<file path="src/rtl/pwl_pkg.sv">
// Shared constants and types for the PWL sigmoid stream: Q8.8 format, segment
// count, default coefficient table and the segment/coefficient types.
package pwl_pkg;

  localparam int DW   = 16;
  localparam int FRAC = 8;
  localparam int NSEG = 6;
  localparam int AW   = 3;

  localparam logic [DW-1:0] ONE = 16'h0100;

  typedef logic [AW-1:0] seg_t;

  typedef struct packed {
    logic [DW-1:0] grad;
    logic [DW-1:0] off;
  } coef_t;

  // Entry 0 is the rightmost element of each concatenation.
  localparam logic [NSEG-1:0][DW-1:0] DEF_GRAD =
    {16'h0001, 16'h0003, 16'h0008, 16'h0012, 16'h0026, 16'h003B};
  localparam logic [NSEG-1:0][DW-1:0] DEF_OFF =
    {16'h00F9, 16'h00F0, 16'h00DD, 16'h00BD, 16'h0090, 16'h0080};

  function automatic coef_t def_coef(input int k);
    coef_t c;
    c.grad = DEF_GRAD[k];
    c.off  = DEF_OFF[k];
    return c;
  endfunction

endpackage

</file>
<file path="src/rtl/pwl_coef_table.sv">
// Per-segment gradient/offset register file: async reset to the default curve,
// one write port (out-of-range addresses dropped), one combinational read port.
module pwl_coef_table
  import pwl_pkg::*;
(
  input  logic  clk,
  input  logic  rst_n,
  input  logic  we_i,
  input  seg_t  waddr_i,
  input  coef_t wdata_i,
  input  seg_t  raddr_i,
  output coef_t rdata_o
);

  coef_t tbl_q [NSEG];

  always_ff @(posedge clk or negedge rst_n) begin
    if (!rst_n) begin
      for (int k = 0; k < NSEG; k++) tbl_q[k] <= def_coef(k);
    end else begin
      for (int k = 0; k < NSEG; k++) begin
        if (we_i && (waddr_i == seg_t'(k))) tbl_q[k] <= wdata_i;
      end
    end
  end

  always_comb begin
    rdata_o = '0;
    for (int k = 0; k < NSEG; k++) begin
      if (raddr_i == seg_t'(k)) rdata_o = tbl_q[k];
    end
  end

endmodule

</file>
<file path="src/rtl/pwl_sigmoid_stream.sv">
// Two-stage streaming PWL sigmoid evaluator, Q8.8, valid/ready on both sides.
// Build macro PWL_ROUND_EN: round-half-up the gradient product instead of truncating.
module pwl_sigmoid_stream
  import pwl_pkg::*;
(
  input  logic          clk,
  input  logic          rst_n,
  input  logic          in_valid,
  output logic          in_ready,
  input  logic [DW-1:0] in_data,
  output logic          out_valid,
  input  logic          out_ready,
  output logic [DW-1:0] out_data,
  input  logic          cfg_we,
  input  logic [AW-1:0] cfg_addr,
  input  logic [DW-1:0] cfg_grad,
  input  logic [DW-1:0] cfg_off
);

  localparam logic [DW-FRAC-2:0] SEG_MAX_INT = (DW-FRAC-1)'(NSEG-1);

  logic          s1_v_q,    s1_v_d;
  logic          s1_sign_q, s1_sign_d;
  logic [DW-1:0] s1_mag_q,  s1_mag_d;
  coef_t         s1_coef_q, s1_coef_d;
  logic          out_v_q,   out_v_d;
  logic [DW-1:0] out_data_q, out_data_d;

  logic          s2_en, s1_en;
  logic [DW-1:0] mag;
  logic [DW-FRAC-2:0] int_part;
  seg_t          seg;
  coef_t         coef_rd;
  coef_t         cfg_wdata;

  logic [2*DW-1:0] prod, prod_r;
  logic [DW-1:0]   q;
  logic [DW:0]     sum;
  logic [DW-1:0]   sat, res;

  // A stage may load when it is empty or its contents move on this cycle.
  assign s2_en    = !out_v_q || out_ready;
  assign s1_en    = !s1_v_q || s2_en;
  assign in_ready = s1_en;

  always_comb begin
    mag = in_data[DW-1] ? (~in_data + 16'd1) : in_data;
    if (in_data == 16'h8000) mag = 16'h7FFF;
    int_part = mag[DW-2:FRAC];
    seg      = (int_part >= SEG_MAX_INT) ? seg_t'(NSEG-1) : int_part[AW-1:0];
  end

  assign cfg_wdata.grad = cfg_grad;
  assign cfg_wdata.off  = cfg_off;

  pwl_coef_table u_coef_table (
    .clk     (clk),
    .rst_n   (rst_n),
    .we_i    (cfg_we),
    .waddr_i (cfg_addr),
    .wdata_i (cfg_wdata),
    .raddr_i (seg),
    .rdata_o (coef_rd)
  );

  always_comb begin
    prod = {16'b0, s1_coef_q.grad} * {16'b0, s1_mag_q};
`ifdef PWL_ROUND_EN
    prod_r = prod + 32'h0000_0080;
`else
    prod_r = prod;
`endif
    q   = prod_r[DW+FRAC-1:FRAC];
    sum = {1'b0, q} + {1'b0, s1_coef_q.off};
    sat = (sum > {1'b0, ONE}) ? ONE : sum[DW-1:0];
    res = s1_sign_q ? (ONE - sat) : sat;
  end

  always_comb begin
    s1_v_d     = s1_v_q;
    s1_sign_d  = s1_sign_q;
    s1_mag_d   = s1_mag_q;
    s1_coef_d  = s1_coef_q;
    out_v_d    = out_v_q;
    out_data_d = out_data_q;
    if (s2_en) begin
      out_v_d = s1_v_q;
      if (s1_v_q) out_data_d = res;
    end
    if (s1_en) begin
      s1_v_d = in_valid;
      if (in_valid) begin
        s1_sign_d = in_data[DW-1];
        s1_mag_d  = mag;
        s1_coef_d = coef_rd;
      end
    end
  end

  always_ff @(posedge clk or negedge rst_n) begin
    if (!rst_n) begin
      s1_v_q     <= 1'b0;
      s1_sign_q  <= 1'b0;
      s1_mag_q   <= '0;
      s1_coef_q  <= '0;
      out_v_q    <= 1'b0;
      out_data_q <= '0;
    end else begin
      s1_v_q     <= s1_v_d;
      s1_sign_q  <= s1_sign_d;
      s1_mag_q   <= s1_mag_d;
      s1_coef_q  <= s1_coef_d;
      out_v_q    <= out_v_d;
      out_data_q <= out_data_d;
    end
  end

  assign out_valid = out_v_q;
  assign out_data  = out_data_q;

endmodule

</file>
<file path="config.mk">
export PLATFORM = sky130hd
export DESIGN_NAME = pwl_sigmoid_stream
export DESIGN_NICKNAME = d
export VERILOG_FILES = /design/src/rtl/pwl_pkg.sv /design/src/rtl/pwl_coef_table.sv /design/src/rtl/pwl_sigmoid_stream.sv
export SDC_FILE = /design/constraint.sdc
export NUM_CORES = 1
export LEC_CHECK = 0
export ABC_AREA = 1
export BUFFER_PORTS_ARGS = -buffer_cell sky130_fd_sc_hd__buf_4
export CAP_MARGIN = 20
export CORE_MARGIN = 5
export CORE_UTILIZATION = 29
export DETAILED_ROUTE_END_ITERATION = 16
export SKIP_CTS_REPAIR_TIMING = 1
export SKIP_LAST_GASP = 1
export SLEW_MARGIN = 20
export SYNTH_ARGS = -nofsm -noshare
export SYNTH_HDL_FRONTEND = slang
export SYNTH_SLANG_ARGS = --single-unit
</file>
<file path="constraint.sdc">
create_clock -name clk -period 9.8 [get_ports clk]
set_input_delay 1.47 -clock clk [delete_from_list [all_inputs] [get_ports clk]]
set_output_delay 1.47 -clock clk [all_outputs]
set_load 0.02 [all_outputs]
</file>
==> flow_summary.yaml <==
run_status:
  status: "completed"
drt:
  drc: 0
  vias: 16000
  first_pass_iters: 5
  drtIter0Drc: 1159
  wl_um: 50900
  wl_per_cell_um: 14.3
  ant_nets: 0
  via_per_inst: 4.48
placement:
  dp_hpwl_um: 35400
  placement.io_buffers: 73
  placed_area_mm2: 0.0214
  placed_cells: 3520
  place.gp.congestion: 0.859
critical_path:
  critPathArrivalTime_ns: 8.81
  r2r_slack_ns: 1.44
  critPathKind: "register to register"
  crit_fanout: 16
  cpMostUsedCell: "nand2_1"
  end_kind: "register"
  startpoint_type: "register"
  cp_slowest_cell: "dfrtp_1"
  critPathMaxStageDelay_ns: 0.75
  cp-startpoint: "s1_coef_q[25]"
  crit_required_ns: 10.25
  rr_startpoint: "s1_coef_q[25]"
timing:
  finalHoldViolCount: 0
  fmax_ghz: 0.120
  fin_crit_sh_pct: 85.3
  tns_ns: 0
  max_slew_margin_pct: 34.4
  rsz0062_at_grt: "false"
  fin_crit_ns: 8.36
  setup_viol: 0
  tightest_slew_ns: 0.984
  finalClockSkew_ns: 0.0113
  slew_viol_final: 0
global_routing:
  grtUsageTotal_pct: 14.0
  grt_pass1_vias: 16500
  grt_pass1_wl_um: 86100
  antenna_found_initial: 2
  grt_max_degree: 135
  overflow: 0
min_path:
  min_from: "u_coef_table.tbl_q[163]"
  hold_class: "register to register"
synth:
  synthArstFlopShare_pct: 100
  synth_cell_types: 43
  synth_edf_count: 0
  syn-num-nets: 2938
  mappedNetlistArea_mm2: 0.0201
  netlist.area_leader.share_pct: 27.4
  synth_area_leaders: "dfrtp_1 (27%), fa_1 (17%), nand2_1 (15%)"
  yosysSeqAreaShare_pct: 32.5
  synthFlopType: "dfrtp_1"
  ys_warn_count: 0
  yosysTopAreaCell: "dfrtp_1"
  synth_cells: 2629
  syn_avg_cell_area_um2: 7.64
  yosysMostFrequentCell: "nand2_1"
  synth_commonest_cells: "nand2_1 (791), inv_1 (521), dfrtp_1 (220)"
  synth_seq_cells: 259
final_layout:
  instances_no_fill: 3571
  fill_cells: 7374
  layout.nets: 2928
  diodes: 0
  drive_above_1_share_pct: 8.03
  design_area_mm2: 0.0223
  synthToLayoutAreaGrowth_pct: 11.0
clock_network:
  clockRootBuffer: "clkbuf_16"
  cts_sinks: 259
  cts_buffer_depth: 3
  insertion_delay_ns: 0.56
  cts_tree: "yes"
  path_clk_slew_ns: 0.06
  cts_buffers: 28
  htreeDepth: 1
die:
  start_util_pct: 29.3
  die_area_mm2: 0.0746
  io_pins: 74
  core_mm2: 0.0686
  dieHeight_um: 273
  rows: 96
  chipWidth_um: 273
flow_run:
  drv_cap: 0
stage by stage:
stage | worst slack, ns | utilization (%) | hold WS, ns
CTS | 1.47 | 32.5 | 0.487
global placement | 1.62 | 31.2 | 0.465
finish | 1.44 | 32.5 | 0.480
global route | 0.635 | 32.5 | 0.503
detailed placement | 1.51 | 31.2 | 0.469
floorplan | 2.14 | - | 0.453
per-layer routing:
layer | global-route usage [%] | part of all wire, % | vias to the layer above
met5 | 0 | 0.051 | -
met4 | 3.04 | 2.0 | 4
met3 | 1.52 | 3.9 | 73
met2 | 24.2 | 48 | 295
met1 | 18.9 | 46 | 7706
li1 | - | - | 7913
cells in the final DEF (no fill, tap or decap), types with 47 or more instances in the layout:
cell,n
fa_1,168
inv_1,521
a21oi_1,106
dfrtp_1,220
buf_4,85
nor2_1,125
ha_1,85
nand2_1,785
nand3_1,47
o21ai_0,209
sequential cells by signal (all words and copies together), names as in the netlist:
name,flops
out_valid,1
s1_mag_q,16
out_data,16
u_coef_table.tbl_q,192
s1_v_q,1
s1_sign_q,1
s1_coef_q,32
worst max-delay path: cells and delay by family, from the launching register on:
family,cells,cell delay (ns)
simple gates,17,1.67
compound gates,8,1.33
buf+inv,7,0.37
flops,1,0.75
fa+ha+maj,9,3.96
xor+xnor,1,0.17
logic make-up after synthesis:
group | share of synthesized area (%)
simple gates | 22.0
xor+xnor | 1.70
compound gates | 8.92
flops | 32.5
fa+ha+maj | 22.0
buf+inv | 12.9
worst paths after layout:
| path | endpoint | depth (start not counted) |
|---|---|---|
| max | out_data[6] | 42 |
| max in group asynchronous | s1_mag_q[11] | 2 |
| min in group asynchronous | u_coef_table.tbl_q[138] | 1 |
| max reg2reg | out_data[6] | 42 |
| min | u_coef_table.tbl_q[163] | 2 |
| min reg2reg | u_coef_table.tbl_q[163] | 2 |
final cells by class:
cell class              count  area [um2]  area share (%)
flip-flops and latches    259        6530            29.3
clock buffers              42         835            3.74
inverters                 533        2000            8.98
well taps                 931        1160            5.23
repair buffers             87         673            3.02
multi-input cells        1710       11000            49.4
clock inverters             9        76.3           0.342
Power is left out: the tool's default activity adds up to more than one toggle a clock period on the data nets, which glitch-free logic cannot reach.
